$ cat config.mk
export PLATFORM = sky130hd
export DESIGN_NAME = pwm_encoder
export DESIGN_NICKNAME = d
export VERILOG_FILES = /design/src/rtl/pwm_encoder_pkg.sv /design/src/rtl/pwm_frame_counter.sv /design/src/rtl/pwm_encoder.sv
export SDC_FILE = /design/constraint.sdc
export NUM_CORES = 1
export LEC_CHECK = 0
export ABC_AREA = 1
export CORE_ASPECT_RATIO = 1.75
export CORE_UTILIZATION = 56
export DETAILED_ROUTE_END_ITERATION = 12
export PLACE_DENSITY_LB_ADDON = 0.2
export SLEW_MARGIN = 20
export SYNTH_ARGS = -nofsm -noshare
export SYNTH_HDL_FRONTEND = slang
export SYNTH_SLANG_ARGS = --single-unit
$ cat constraint.sdc
create_clock -name clk -period 1.82 [get_ports clk]
set_input_delay 0.364 -clock clk [delete_from_list [all_inputs] [get_ports clk]]
set_output_delay 0.364 -clock clk [all_outputs]
set_load 0.01 [all_outputs]
$ cat src/rtl/pwm_encoder_pkg.sv
// Shared types and defaults for the PWM frame encoder.
package pwm_encoder_pkg;
   localparam int VAL_BITS_DEF = 4;
   localparam int N_CH_DEF     = 8;
   localparam int ADDR_W       = 3;

   typedef enum logic {
      IDLE = 1'b0,
      RUN  = 1'b1
   } state_t;
endpackage

$ cat src/rtl/pwm_frame_counter.sv
// Frame position counter: counts up while enabled, clear wins, tc flags the last slot.
module pwm_frame_counter #(
   parameter int VAL_BITS = 4
) (
   input  logic                clk,
   input  logic                rst_n,
   input  logic                clr,
   input  logic                en,
   output logic [VAL_BITS-1:0] cnt,
   output logic                tc
);

   always_ff @(posedge clk or negedge rst_n) begin
      if (!rst_n) begin
         cnt <= '0;
      end else if (clr) begin
         cnt <= '0;
      end else if (en) begin
         cnt <= cnt + 1'b1;
      end
   end

   assign tc = (cnt == {VAL_BITS{1'b1}});

endmodule

$ cat src/rtl/pwm_encoder.sv
// Multi-channel PWM encoder: each channel's falling edge encodes its value within a frame.
// Optional PWM_ENCODER_SHADOW_EN adds a shadow value bank that is loaded into use at frame start.
//
// state | meaning
// IDLE  | waiting for i_start, value writes accepted
// RUN   | frame in progress, channels fall when cnt matches their value
module pwm_encoder
   import pwm_encoder_pkg::*;
#(
   parameter int VAL_BITS = VAL_BITS_DEF,
   parameter int N_CH     = N_CH_DEF
) (
   input  logic                clk,
   input  logic                rst_n,
   input  logic                i_wr,
   input  logic [ADDR_W-1:0]   i_addr,
   input  logic [VAL_BITS-1:0] i_wdata,
   input  logic                i_start,
   output logic [N_CH-1:0]     o_pwm,
   output logic [N_CH-1:0]     o_fall,
   output logic                o_busy,
   output logic                o_done
);

   state_t              state;
   logic [VAL_BITS-1:0] val_q   [N_CH];
   logic [VAL_BITS-1:0] val_nxt [N_CH];
   logic [VAL_BITS-1:0] cnt;
   logic                tc;
   logic                start_ok;
   logic                cnt_clr;
   logic                cnt_en;

   // A start seen while the done strobe is out is dropped so frames never run back-to-back.
   assign start_ok = (state == IDLE) && i_start && !o_done;
   assign cnt_clr  = (state == RUN) && tc;
   assign cnt_en   = start_ok || (state == RUN);

   pwm_frame_counter #(
      .VAL_BITS (VAL_BITS)
   ) u_frame_counter (
      .clk   (clk),
      .rst_n (rst_n),
      .clr   (cnt_clr),
      .en    (cnt_en),
      .cnt   (cnt),
      .tc    (tc)
   );

`ifdef PWM_ENCODER_SHADOW_EN
   logic [VAL_BITS-1:0] shd_q   [N_CH];
   logic [VAL_BITS-1:0] shd_nxt [N_CH];

   always_comb begin
      for (int i = 0; i < N_CH; i++) begin
         shd_nxt[i] = shd_q[i];
         if (i_wr && (i_addr == ADDR_W'(i))) begin
            shd_nxt[i] = i_wdata;
         end
         val_nxt[i] = start_ok ? shd_nxt[i] : val_q[i];
      end
   end

   always_ff @(posedge clk or negedge rst_n) begin
      if (!rst_n) begin
         for (int i = 0; i < N_CH; i++) begin
            shd_q[i] <= '0;
         end
      end else begin
         for (int i = 0; i < N_CH; i++) begin
            shd_q[i] <= shd_nxt[i];
         end
      end
   end
`else
   always_comb begin
      for (int i = 0; i < N_CH; i++) begin
         val_nxt[i] = val_q[i];
         if ((state == IDLE) && i_wr && (i_addr == ADDR_W'(i))) begin
            val_nxt[i] = i_wdata;
         end
      end
   end
`endif

   // Start uses val_nxt so a write landing on the start edge is part of the frame.
   always_ff @(posedge clk or negedge rst_n) begin
      if (!rst_n) begin
         state  <= IDLE;
         o_pwm  <= '0;
         o_fall <= '0;
         o_busy <= 1'b0;
         o_done <= 1'b0;
         for (int i = 0; i < N_CH; i++) begin
            val_q[i] <= '0;
         end
      end else begin
         o_fall <= '0;
         o_done <= 1'b0;
         for (int i = 0; i < N_CH; i++) begin
            val_q[i] <= val_nxt[i];
         end
         case (state)
            IDLE: begin
               if (start_ok) begin
                  state  <= RUN;
                  o_busy <= 1'b1;
                  for (int i = 0; i < N_CH; i++) begin
                     o_pwm[i] <= (val_nxt[i] != '0);
                  end
               end
            end
            RUN: begin
               for (int i = 0; i < N_CH; i++) begin
                  if (o_pwm[i] && (cnt == val_q[i])) begin
                     o_pwm[i]  <= 1'b0;
                     o_fall[i] <= 1'b1;
                  end
               end
               if (tc) begin
                  state  <= IDLE;
                  o_busy <= 1'b0;
                  o_done <= 1'b1;
               end
            end
            default: state <= IDLE;
         endcase
      end
   end

endmodule
; Yosys cells after proc, flatten, opt, wreduce, memory -nomap -nowiden
; Index checks and enable logic that the tools add are counted.
[word_totals]
register_bits = 55
latchBits = 0
ramBits = 0
romBits = 0
memories = 0
[op_classes]
addsub = 1
mul = 0
div_mod_pow = 0
n_lt_le_gt_ge = 0
eq_ne = 26
n_shift = 0
mux = 37
bitwise = 1
n_reduce_logical = 41
[op_table]
columns = op, n
row1 = $mux W4, 10
row2 = $eq A4 B4 Y1, 8
row3 = $reduce_bool A4 Y1, 8
row4 = $mux W1, 22
row5 = $logic_and A1 B1 Y1, 20
row6 = $ne A2 B1 Y1 const B, 9
row7 = $reduce_and A2 Y1, 9
row8 = $mux W8, 2
row9 = $pmux W8 S2, 1
row10 = $eq A3 B3 Y1 const B, 4
row11 = $eq A3 B2 Y1 const B, 2
row12 = $add A4 B1 Y4 const B, 1
row13 = $eq A4 B4 Y1 const B, 1
row14 = $pmux W1 S2, 2
row15 = $eq A3 B1 Y1 const B, 1
row16 = $logic_not A3 Y1, 1
row17 = $ne A2 B2 Y1 const B, 1
row18 = $reduce_bool A2 Y1, 1
row19 = $logic_not A1 Y1, 1
row20 = $logic_or A1 B1 Y1, 1
row21 = $not A1 Y1, 1

; Depth between registers and ports, before layout
; Gate-level depths: netlist of run 1.
[depth]
ltp_word = 7
depth_mapped = 10
depth_no_buf = 10

; Modules after synthesis
; A second synthesis of run 1 with hierarchy kept.
[hier_totals]
cells_unflattened = 389
hier_area_um2 = 2950.3
[by_module_without_submodules]
columns = module, n_inst, cells_each, area_each_um2
row1 = pwm_encoder, 1, 363, 2738.9
row2 = pwm_frame_counter, 1, 26, 211.5

; Least setup slack after synthesis of run 1
; Ideal clock, no wire load.
[synth_path]
path_type = register to register
from = register u_frame_counter.cnt[0]
to = register o_pwm[2]
setup_ps = 117
arrival_time_ps = 1190
required_time_ps = 1703
slack_ps = 514
stages_incl_launch_ff = 8
path_buffers = 1
synth_period_minus_slack_ps = 1306
path_cell_list = dfrtp_1 -> inv_1 -> clkbuf_1 -> nor2_1 -> nor3_1 -> nand4_1 -> nand3_1 -> nand2_1
[synth_between]
elab_chain_cells = 4
[synth_rtl]
columns = element, line_no
row1 = "start, declared", pwm_frame_counter.sv:9  ; output logic [VAL_BITS-1:0] cnt,
row2 = "start signal, assigned", pwm_frame_counter.sv:19  ; cnt <= cnt + 1'b1;
row3 = $eq A4 B4 Y1, pwm_encoder.sv:115  ; if (o_pwm[i] && (cnt == val_q[i])) begin
row4 = $logic_and A1 B1 Y1, pwm_encoder.sv:115
row5 = $ne A2 B1 Y1 (no line), --
row6 = $reduce_and A2 Y1 (no line), --
row7 = "end signal, assigned by index", pwm_encoder.sv:109  ; o_pwm[i] <= (val_nxt[i] != '0);
row8 = "end, declared", pwm_encoder.sv:19  ; output logic [N_CH-1:0] o_pwm,
; No other way between the ends.
; A chain may end at the register's enable or synchronous reset.

==> impl_metrics.tcl, run 1 <==
set metrics [dict create \
    hpwl_microns 4850 \
    dp_cells 471 \
    post-route-util_pct 71.7 \
    io_buffers 28 \
    grt_pass1_vias 2538 \
    grt_start_max_net_pins 56 \
    synth_edf_count 0 \
    avgViaCountPerCell 5.44 \
    syn_area_sq_um 2790 \
    cts_htree_levels 2 \
    leakagePower_nw 1.83 \
    overflow 0 \
    period_share_pct 90.2 \
    hold_viol 0 \
    wl_microns 6750 \
    slowest_stage "clkdlybuf4s50_1" \
    cp_cell_sequence "clkdlybuf4s50_1 > inv_1 > nor2_2 > nand3_1 > nand2_1 > nand2_1 > nor2_1 > nand2_1 > nand2_1 > nand2_1" \
    cp_common_cell "nand2_1" \
    ys_ff_latch 55 \
    clock_skew_ns 0.0102 \
    final_layout_size_suffix_gt1_share_pct 10.1 \
    synth_cells 379 \
    tns_ns 0 \
    synthArstFlopShare_pct 100 \
    cts_sinks 55 \
    cts_inserted_buffers 5 \
    die_w_microns 55.3 \
    cts_resized 0 \
    drv_slew 0 \
    gp_congestion 0.870 \
    row_count 33 \
    cts_hold_buf 0 \
    clkTransAtPathRegs_ns 0.10 \
    holdWs_ns 0.0249 \
    fin_cells 479 \
    diodes 0 \
    power_density_nw_per_um2 1570 \
    synthTopCellsByArea "dfrtp_1 49%, nand2_1 19%, nor2_1 6.7%, nand3_1 5.9%, inv_1 4.9%" \
    cp.arrival_ns 1.85 \
    synth_commonest_cells "141 x nand2_1, 55 x dfrtp_1, 50 x nor2_1" \
    syn_nets 391 \
    io_pins 29 \
    grt_pass1_wl_microns 11600 \
    synth_cell_type_count 26 \
    maxCapViolations 0 \
    fin_crit_ns 1.64 \
    final_nets 438 \
    synth_top_area_share_pct 49.4 \
    clk_path_buf_depth 2 \
    crit_required_ns 2.03 \
    rsz0062_at_grt "no" \
    synth.most_common_cell "nand2_1" \
    cts_setup_buffers 0 \
    first_pass_iters 4 \
    nFillCells 387 \
    slowest_delay_ns 0.58 \
    critPathLaunchType "primary input" \
    drt_iter0_drc 90 \
    slew_headroom_pct 68.2 \
    ys.flop_type "dfrtp_1" \
    ys.warnings.count 0 \
    ctsRootBufferMaster "clkbuf_8" \
    cts_tree "yes" \
    die_h_microns 95.3 \
    tightest_slew_ns 0.476 \
    end_kind "flop" \
    clock_latency_ns 0.31 \
    antenna_found_initial 0 \
    fmax_ghz 0.609 \
    design.core.area_sq_um 4750 \
    vdd_ir_drop_max_uv 1060 \
    outcome "finished clean" \
    vias 2608 \
    path_max_fanout 5 \
    drc_errors 0 \
    setup_viol 0 \
    detail-route-antenna-nets 0 \
    hp-class "primary input to asynchronous set/reset pin" \
    design.die.area_sq_um 5270 \
    yosysSeqAreaShare_pct 49.4 \
    critPathKind "primary input to flop" \
    syn-mean-instance-area_sq_um 7.35 \
    start_util_pct 58.7 \
    yosysTopAreaCell "dfrtp_1" \
    grt_use_total_pct 28.6 \
    syn2layout_area_growth_pct 22.2 \
    routedWlPerCell_microns 14.1 \
]
[registers in the layout, indices dropped and copies added (netlist names)]
name / flops
o_busy: 1
u_frame_counter.cnt: 4
o_pwm: 8
val_q: 32
o_done: 1
state: 1
o_fall: 8
[cells by family after synthesis]
logic type      count (synthesis)  synth area share [%]
flops                          55                  49.4
fa+ha+maj                       1                 0.449
simple gates                  244                  36.3
xor+xnor                        5                  1.57
buf+inv                        49                  7.01
compound gates                 25                  5.30
[power by group]
| part | internal [mW] | switching [mW] | leakage [nW] | total (mW) |
|---|---|---|---|---|
| Combinational | 0.985 | 1.31 | 1.05 | 2.30 |
| Sequential | 1.69 | 0.395 | 0.712 | 2.09 |
| Clock | 0.548 | 0.396 | 0.0644 | 0.945 |
| Total | 3.23 | 2.10 | 1.83 | 5.33 |
[placed cells by master, fill, tap and decap left out, drive strengths merged]
master	instances
ha	1
nor2	54
xor2	5
nand2	142
dfrtp	55
clkinvlp	1
clkbuf	5
or2	4
inv	38
o211ai	4
nand3	34
a21boi	4
nor3	5
nand4	5
o21ai	14
clkinv	1
buf	23
clkdlybuf4s50	27
a21oi	2
o21a	1
bufinv	2
[worst paths after layout]
path / start / end / slack (ns) / depth (start not counted)
max: i_addr[0] / o_pwm[1] / 0.18 / 10
min: rst_n / o_busy / 0.02 / 2
max reg2reg: state / o_pwm[7] / 0.19 / 10
min reg2reg: o_busy / o_busy / 0.51 / 1
max in group asynchronous: rst_n / val_q[5] / 1.54 / 2
min in group clk: o_busy / o_busy / 0.51 / 1
[routing by layer]
metal,up-vias,wire length [microns],track usage (%)
met5,-,0,0
met4,0,261,15.2
met3,21,392,4.21
met2,100,3520,49.7
met1,1215,2570,34.2
li1,1272,-,-
[layout make-up]
class                      count  area [sq um]  share of cell area (%)
clock buffer                   5          68.8                    2.02
clock inverter                 3          67.6                    1.99
inverter                      39           146                    4.30
multi-input combinational    275          1210                    35.7
sequential                    55          1380                    40.4
tap                           52          65.1                    1.91
timing repair buffer          50           465                    13.7
[critical path, delay by kind of cell]
kind,cells,cell delay [ns]
simple gates,8,0.80
buf+inv,2,0.68
[stage by stage]
stage,total power [mW],setup slack [ns],instance area (sq um)
after global routing,5.79,0.0317,3400
final,5.33,0.178,3400
after detailed placement,4.41,-0.146,3270
after CTS,5.35,0.173,3400
after floorplan,3.50,0.514,2790
after global placement,4.31,-0.107,3270
No activity file was read; power rests on OpenSTA's default activity.
==> run 2, diff against run 1 <==
--- a/config.mk
+++ b/config.mk
@@ -7,9 +7,9 @@
 export LEC_CHECK = 0
 export ABC_AREA = 1
 export CORE_ASPECT_RATIO = 1.75
-export CORE_UTILIZATION = 56
+export CORE_UTILIZATION = 49
 export DETAILED_ROUTE_END_ITERATION = 12
-export PLACE_DENSITY_LB_ADDON = 0.2
+export PLACE_DENSITY_LB_ADDON = 0.12
 export SLEW_MARGIN = 20
 export SYNTH_ARGS = -nofsm -noshare
 export SYNTH_HDL_FRONTEND = slang
==> run 2 against run 1 <==
  * Total power is 4.2% lower
  * Combinational power hardly changed
  * Critical endpoint is now o_pwm[0]
  * Core utilization is 9.9 points lower
  * Largest cell class unchanged
  * The flow now finishes with violations (design-rule violations)
  * Final area is 0.62% higher
  * Sequential cell count stayed put
==> impl_metrics.tcl, run 2 (synthesis results as in run 1) <==
set metrics [dict create \
    outcome "finished with violations" \
    violations "design-rule violations" \
    p_comb_share_pct 45.3 \
    largest_reg_flops 32 \
    power_switching_mw 2.10 \
    cts_sinks 55 \
    vdd_ir_drop_max_uv 755 \
    syn2layout_area_growth_pct 23.0 \
    final_layout_size_suffix_gt1_share_pct 10.7 \
    grt_use_total_pct 26.3 \
    vias 2558 \
    p_seq_share_pct 41.2 \
    crit_family "buffers and inverters" \
    critPathLaunchType "flop" \
    hold_viol 0 \
    end_kind "output pin" \
    setup_viol 0 \
    clkTransAtPathRegs_ns 0.09 \
    io_buffers 28 \
    clk_path_buf_depth 2 \
    p_clk_share_pct 13.5 \
    cts_tree "yes" \
    final_area_sq_um 3420 \
    tightest_slew_ns 0.496 \
    period_share_pct 89.0 \
    dp_cells 499 \
    start_util_pct 50.3 \
    diodes 0 \
    cp.arrival_ns 1.26 \
    cts_setup_buffers 0 \
    internal_power_mw 3.01 \
    hp-class "flop to flop" \
    drv_slew 0 \
    io_pins 29 \
    grt_pass1_vias 2466 \
    clock_skew_ns 0.00390 \
    reg_top3 "val_q: 32 flops, o_fall: 8 flops, o_pwm: 8 flops" \
    slowest_stage "clkdlybuf4s50_1" \
    final_nets 443 \
    gp_congestion 0.840 \
    leakagePower_nw 1.83 \
    wl_microns 6890 \
    drt_iter0_drc 124 \
    critPathKind "flop to output pin" \
    tns_ns 0 \
    routedWlPerCell_microns 13.6 \
    antenna_found_initial 0 \
    maxCapViolations 0 \
    final_common_cell "nand2_1" \
    overflow 0 \
    row_count 36 \
    power_density_nw_per_um2 1490 \
    ctsRootBufferMaster "clkbuf_8" \
    avgViaCountPerCell 5.05 \
    crit_required_ns 1.46 \
    design.die.area_sq_um 6000 \
    fin_crit_ns 1.62 \
    die_w_microns 59.0 \
    regMostFlops "val_q" \
    rsz0062_at_grt "no" \
    holdWs_ns 0.495 \
    cp_cell_sequence "clkdlybuf4s50_1" \
    drc_errors 1 \
    die_h_microns 102 \
    clock_latency_ns 0.32 \
    slew_headroom_pct 66.9 \
    hpwl_microns 5120 \
    crit_buf_inv 1 \
    fmax_ghz 0.617 \
    first_pass_iters 8 \
    mostFrequentLayoutCells "141 x nand2_1, 55 x dfrtp_1, 50 x nor2_1" \
    cts_inserted_buffers 5 \
    grt_pass1_wl_microns 11500 \
    path_max_fanout 3 \
    slowest_delay_ns 0.55 \
    fin_cells 507 \
    cts_resized 0 \
    design.core.area_sq_um 5540 \
    cts_htree_levels 2 \
    detail-route-antenna-nets 0 \
    placed_area_sq_um 3330 \
    grt_start_max_net_pins 37 \
    switching_share_pct 41.1 \
]
[run 2: final timing paths]
path / startpoint / end / slack (ns) / depth (start not counted)
max: o_pwm[0] / o_pwm[0] / 0.20 / 1
min: o_busy / o_busy / 0.50 / 1
max reg2reg: state / o_pwm[5] / 0.21 / 10
min reg2reg: o_busy / o_busy / 0.50 / 1
max in group asynchronous: rst_n / o_fall[5] / 0.73 / 3
min in group asynchronous: rst_n / o_fall[2] / 0.53 / 2
[run 2: power groups by stage]
stage          Combinational, mW  Sequential, mW  Clock [mW]
2_1_floorplan               1.45            2.05           0
6_report                    2.31            2.10       0.691
4_1_cts                     2.33            2.10       0.706
3_3_place_gp                2.27            2.11           0
3_5_place_dp                2.32            2.13           0
5_1_grt                     2.63            2.16       0.746
[run 2: timing repair]
action / 4_1_cts / 5_1_grt
endpoints found under the hold margin: 7 / 0
endpoints found under the setup margin: 0 / 0
hold buffers: 1 / 0
[run 2: layout make-up]
| type | instances | area (sq um) |
|---|---|---|
| Tap cell | 76 | 95.1 |
| Fill cell | 538 | 2120 |
| Clock buffer | 6 | 82.6 |
| Sequential cell | 55 | 1380 |
| Timing Repair Buffer | 55 | 505 |
| Inverter | 39 | 146 |
| Multi-Input combinational cell | 275 | 1210 |
| Clock inverter | 1 | 5.00 |
[run 2: through the flow]
stage	util, %	setup slack (ns)	power (mW)
after floorplan	-	0.514	3.50
after CTS	61.8	0.169	5.14
final	61.8	0.200	5.11
after global routing	61.8	0.00856	5.54
after detailed placement	60.0	-0.170	4.44
after global placement	60.0	-0.136	4.38
[run 2: layer usage]
| layer | part of all wire [%] | wire [microns] | vias to the layer above | GRT usage (%) |
|---|---|---|---|---|
| met1 | 42 | 2880 | 1207 | 31.5 |
| li1 | - | - | 1282 | - |
| met5 | 0 | 0 | - | 0 |
| met2 | 51 | 3540 | 52 | 44.4 |
| met4 | 3.5 | 238 | 0 | 13.0 |
| met3 | 3.4 | 237 | 17 | 4.60 |
==> run 3, diff against run 2 <==
--- a/config.mk
+++ b/config.mk
@@ -7,7 +7,7 @@
 export LEC_CHECK = 0
 export ABC_AREA = 1
 export CORE_ASPECT_RATIO = 1.75
-export CORE_UTILIZATION = 49
+export CORE_UTILIZATION = 30
 export DETAILED_ROUTE_END_ITERATION = 12
 export PLACE_DENSITY_LB_ADDON = 0.12
 export SLEW_MARGIN = 20
==> run 3 against run 2 <==
  * The run now ends clean
  * Total power up 8.0%
  * Cell count rose by 9.9%
  * Register-to-register slack gained 0.08 ns
  * First-iteration DRC count increased by 8.9%
  * Clock power is 42% higher
  * Combinational power up 7%
  * Clock skew is 0.0027 ns higher
  * Sequential cell count unchanged
  * Hold slack worse by 0.49 ns
  * Highest routed layer unchanged
==> impl_metrics.tcl, run 3 (synthesis results as in run 1) <==
set metrics [dict create \
    tightest_slew_ns 0.499 \
    grt_start_max_net_pins 24 \
    final_area_sq_um 3610 \
    largest_reg_flops 32 \
    cts_sinks 55 \
    cts_htree_levels 2 \
    placed_area_sq_um 3460 \
    outcome "finished clean" \
    regArea_sq_um 1380 \
    vdd_ir_drop_max_uv 499 \
    grt.busiest_layer "met2" \
    mostFrequentLayoutCells "141 x nand2_1, 55 x dfrtp_1, 50 x nor2_1" \
    drv_slew 0 \
    crit_required_ns 2.01 \
    cp_cell_sequence "clkdlybuf4s50_1 > inv_1 > nor2_2 > nand3_1 > nand2_1 > nand2_1 > nor2_1 > nand2_1 > nand2_1 > nand2_1" \
    regMostFlops "val_q" \
    rsz0062_at_grt "no" \
    gp_congestion 0.784 \
    cts_inserted_buffers 5 \
    nFillCells 990 \
    rrSetupSlack_ns 0.29 \
    worstReg2RegStart "state" \
    slowest_delay_ns 0.60 \
    power_switching_mw 2.18 \
    r2r_cells 11 \
    io_buffers 28 \
    avgViaCountPerCell 4.50 \
    p_seq_share_pct 37.3 \
    internal_power_mw 3.33 \
    grt.met3_usage_pct 2.72 \
    overflow 0 \
    setup_viol 0 \
    design.core.area_sq_um 9040 \
    die_w_microns 74.8 \
    final_common_cell "nand2_1" \
    antenna_found_initial 0 \
    cts_hold_buf 0 \
    reg2reg_to "o_pwm[2]" \
    grt_use_total_pct 18.0 \
    path_max_fanout 5 \
    critPathKind "primary input to flop" \
    slowest_stage "clkdlybuf4s50_1" \
    p_clk_share_pct 17.8 \
    start_util_pct 30.8 \
    period_share_pct 91.2 \
    hpwl_microns 5790 \
    detail-route-antenna-nets 0 \
    design.die.area_sq_um 9690 \
    grt_pass1_wl_microns 12500 \
    critPathLaunchType "primary input" \
    cts_resized 0 \
    p_comb_share_pct 44.9 \
    slew_headroom_pct 66.7 \
    first_pass_iters 4 \
    startpoint "i_addr[1]" \
    power_density_nw_per_um2 1530 \
    use_met1_pct 20.8 \
    clock_latency_ns 0.30 \
    fin_crit_ns 1.66 \
    fin_ws_ns 0.160 \
    place_ws_ns -0.195 \
    leakagePower_nw 1.90 \
    clkTransAtPathRegs_ns 0.07 \
    final_layout_size_suffix_gt1_share_pct 12.4 \
    clk_path_buf_depth 2 \
    die_h_microns 129 \
    ctsRootBufferMaster "clkbuf_16" \
    grt_pass1_vias 2484 \
    hp-class "primary input to asynchronous set/reset pin" \
    cp.arrival_ns 1.85 \
    met2_usage_pct 31.2 \
    multi_input_area_sq_um 1220 \
    cts_tree "yes" \
    clock_skew_ns 0.00665 \
    syn2layout_area_growth_pct 29.6 \
    wl_microns 7780 \
    drc_errors 0 \
    maxCapViolations 0 \
    hold_viol 0 \
    final_nets 449 \
    drt_iter0_drc 135 \
    switching_share_pct 39.5 \
    reg_top3 "val_q: 32 flops, o_fall: 8 flops, o_pwm: 8 flops" \
    end_kind "flop" \
    cts_setup_buffers 0 \
    post-route-util_pct 39.9 \
    diodes 0 \
    cp_common_cell "nand2_1" \
    routedWlPerCell_microns 14.0 \
    vias 2504 \
    fmax_ghz 0.603 \
    row_count 46 \
    io_pins 29 \
]
[run 3: cell types whose count changed in the layout (fill, tap and decap cells not counted)]
cell	previous run	this run
dlygate4sd3_1	1	0
buf_4	24	29
nand3_2	1	2
nand3_1	33	32
clkbuf_16	0	5
buf_12	2	4
clkbuf_8	6	1
[run 3: routing by layer]
layer	part of all wire (%)	wire length, microns
met5	0	0
met4	3.2	247
met3	2.2	170
met2	52	4040
met1	43	3310
[run 3: worst max-delay path by stage]
stage	to	slack [ns]	depth (start not counted)
floorplan	o_pwm[2]	0.51	7
global placement	o_pwm[1]	-0.21	10
detailed placement	o_pwm[1]	-0.20	10
CTS	o_pwm[1]	0.12	10
global route	o_pwm[2]	0.01	10
finish	o_pwm[2]	0.16	10
[run 3: area by class of cell]
cell class | instances | area share [%]
Clock buffer | 6 | 3.85
Clock inverter | 1 | 0.139
Inverter | 39 | 4.06
Multi-Input combinational cell | 275 | 33.8
Sequential cell | 55 | 38.1
Tap cell | 120 | 4.16
Timing Repair Buffer | 61 | 15.9
[run 3: critical path: cells and delay by family]
kind / cells / cell delay, ns
buffers and inverters: 2 / 0.70
and+or+nand+nor: 8 / 0.80
[run 3: stage by stage]
stage | hold slack, ns | total power [mW] | std cells | TNS [ns]
floorplan | 0.0684 | 3.50 | 379 | 0
global placement | 0.340 | 4.58 | 550 | -0.820
detailed placement | 0.341 | 4.59 | 550 | -0.800
CTS | 0.0151 | 5.61 | 557 | 0
global route | 0.0331 | 6.01 | 557 | 0
finish | 0.00111 | 5.52 | 557 | 0
[run 3: power by group through the flow]
stage | sequential, mW | clock, mW | combinational [mW]
after floorplan | 2.05 | 0 | 1.45
after global placement | 2.08 | 0 | 2.50
after detailed placement | 2.08 | 0 | 2.51
after CTS | 2.06 | 1.03 | 2.52
after global routing | 2.12 | 1.08 | 2.81
final | 2.06 | 0.981 | 2.48
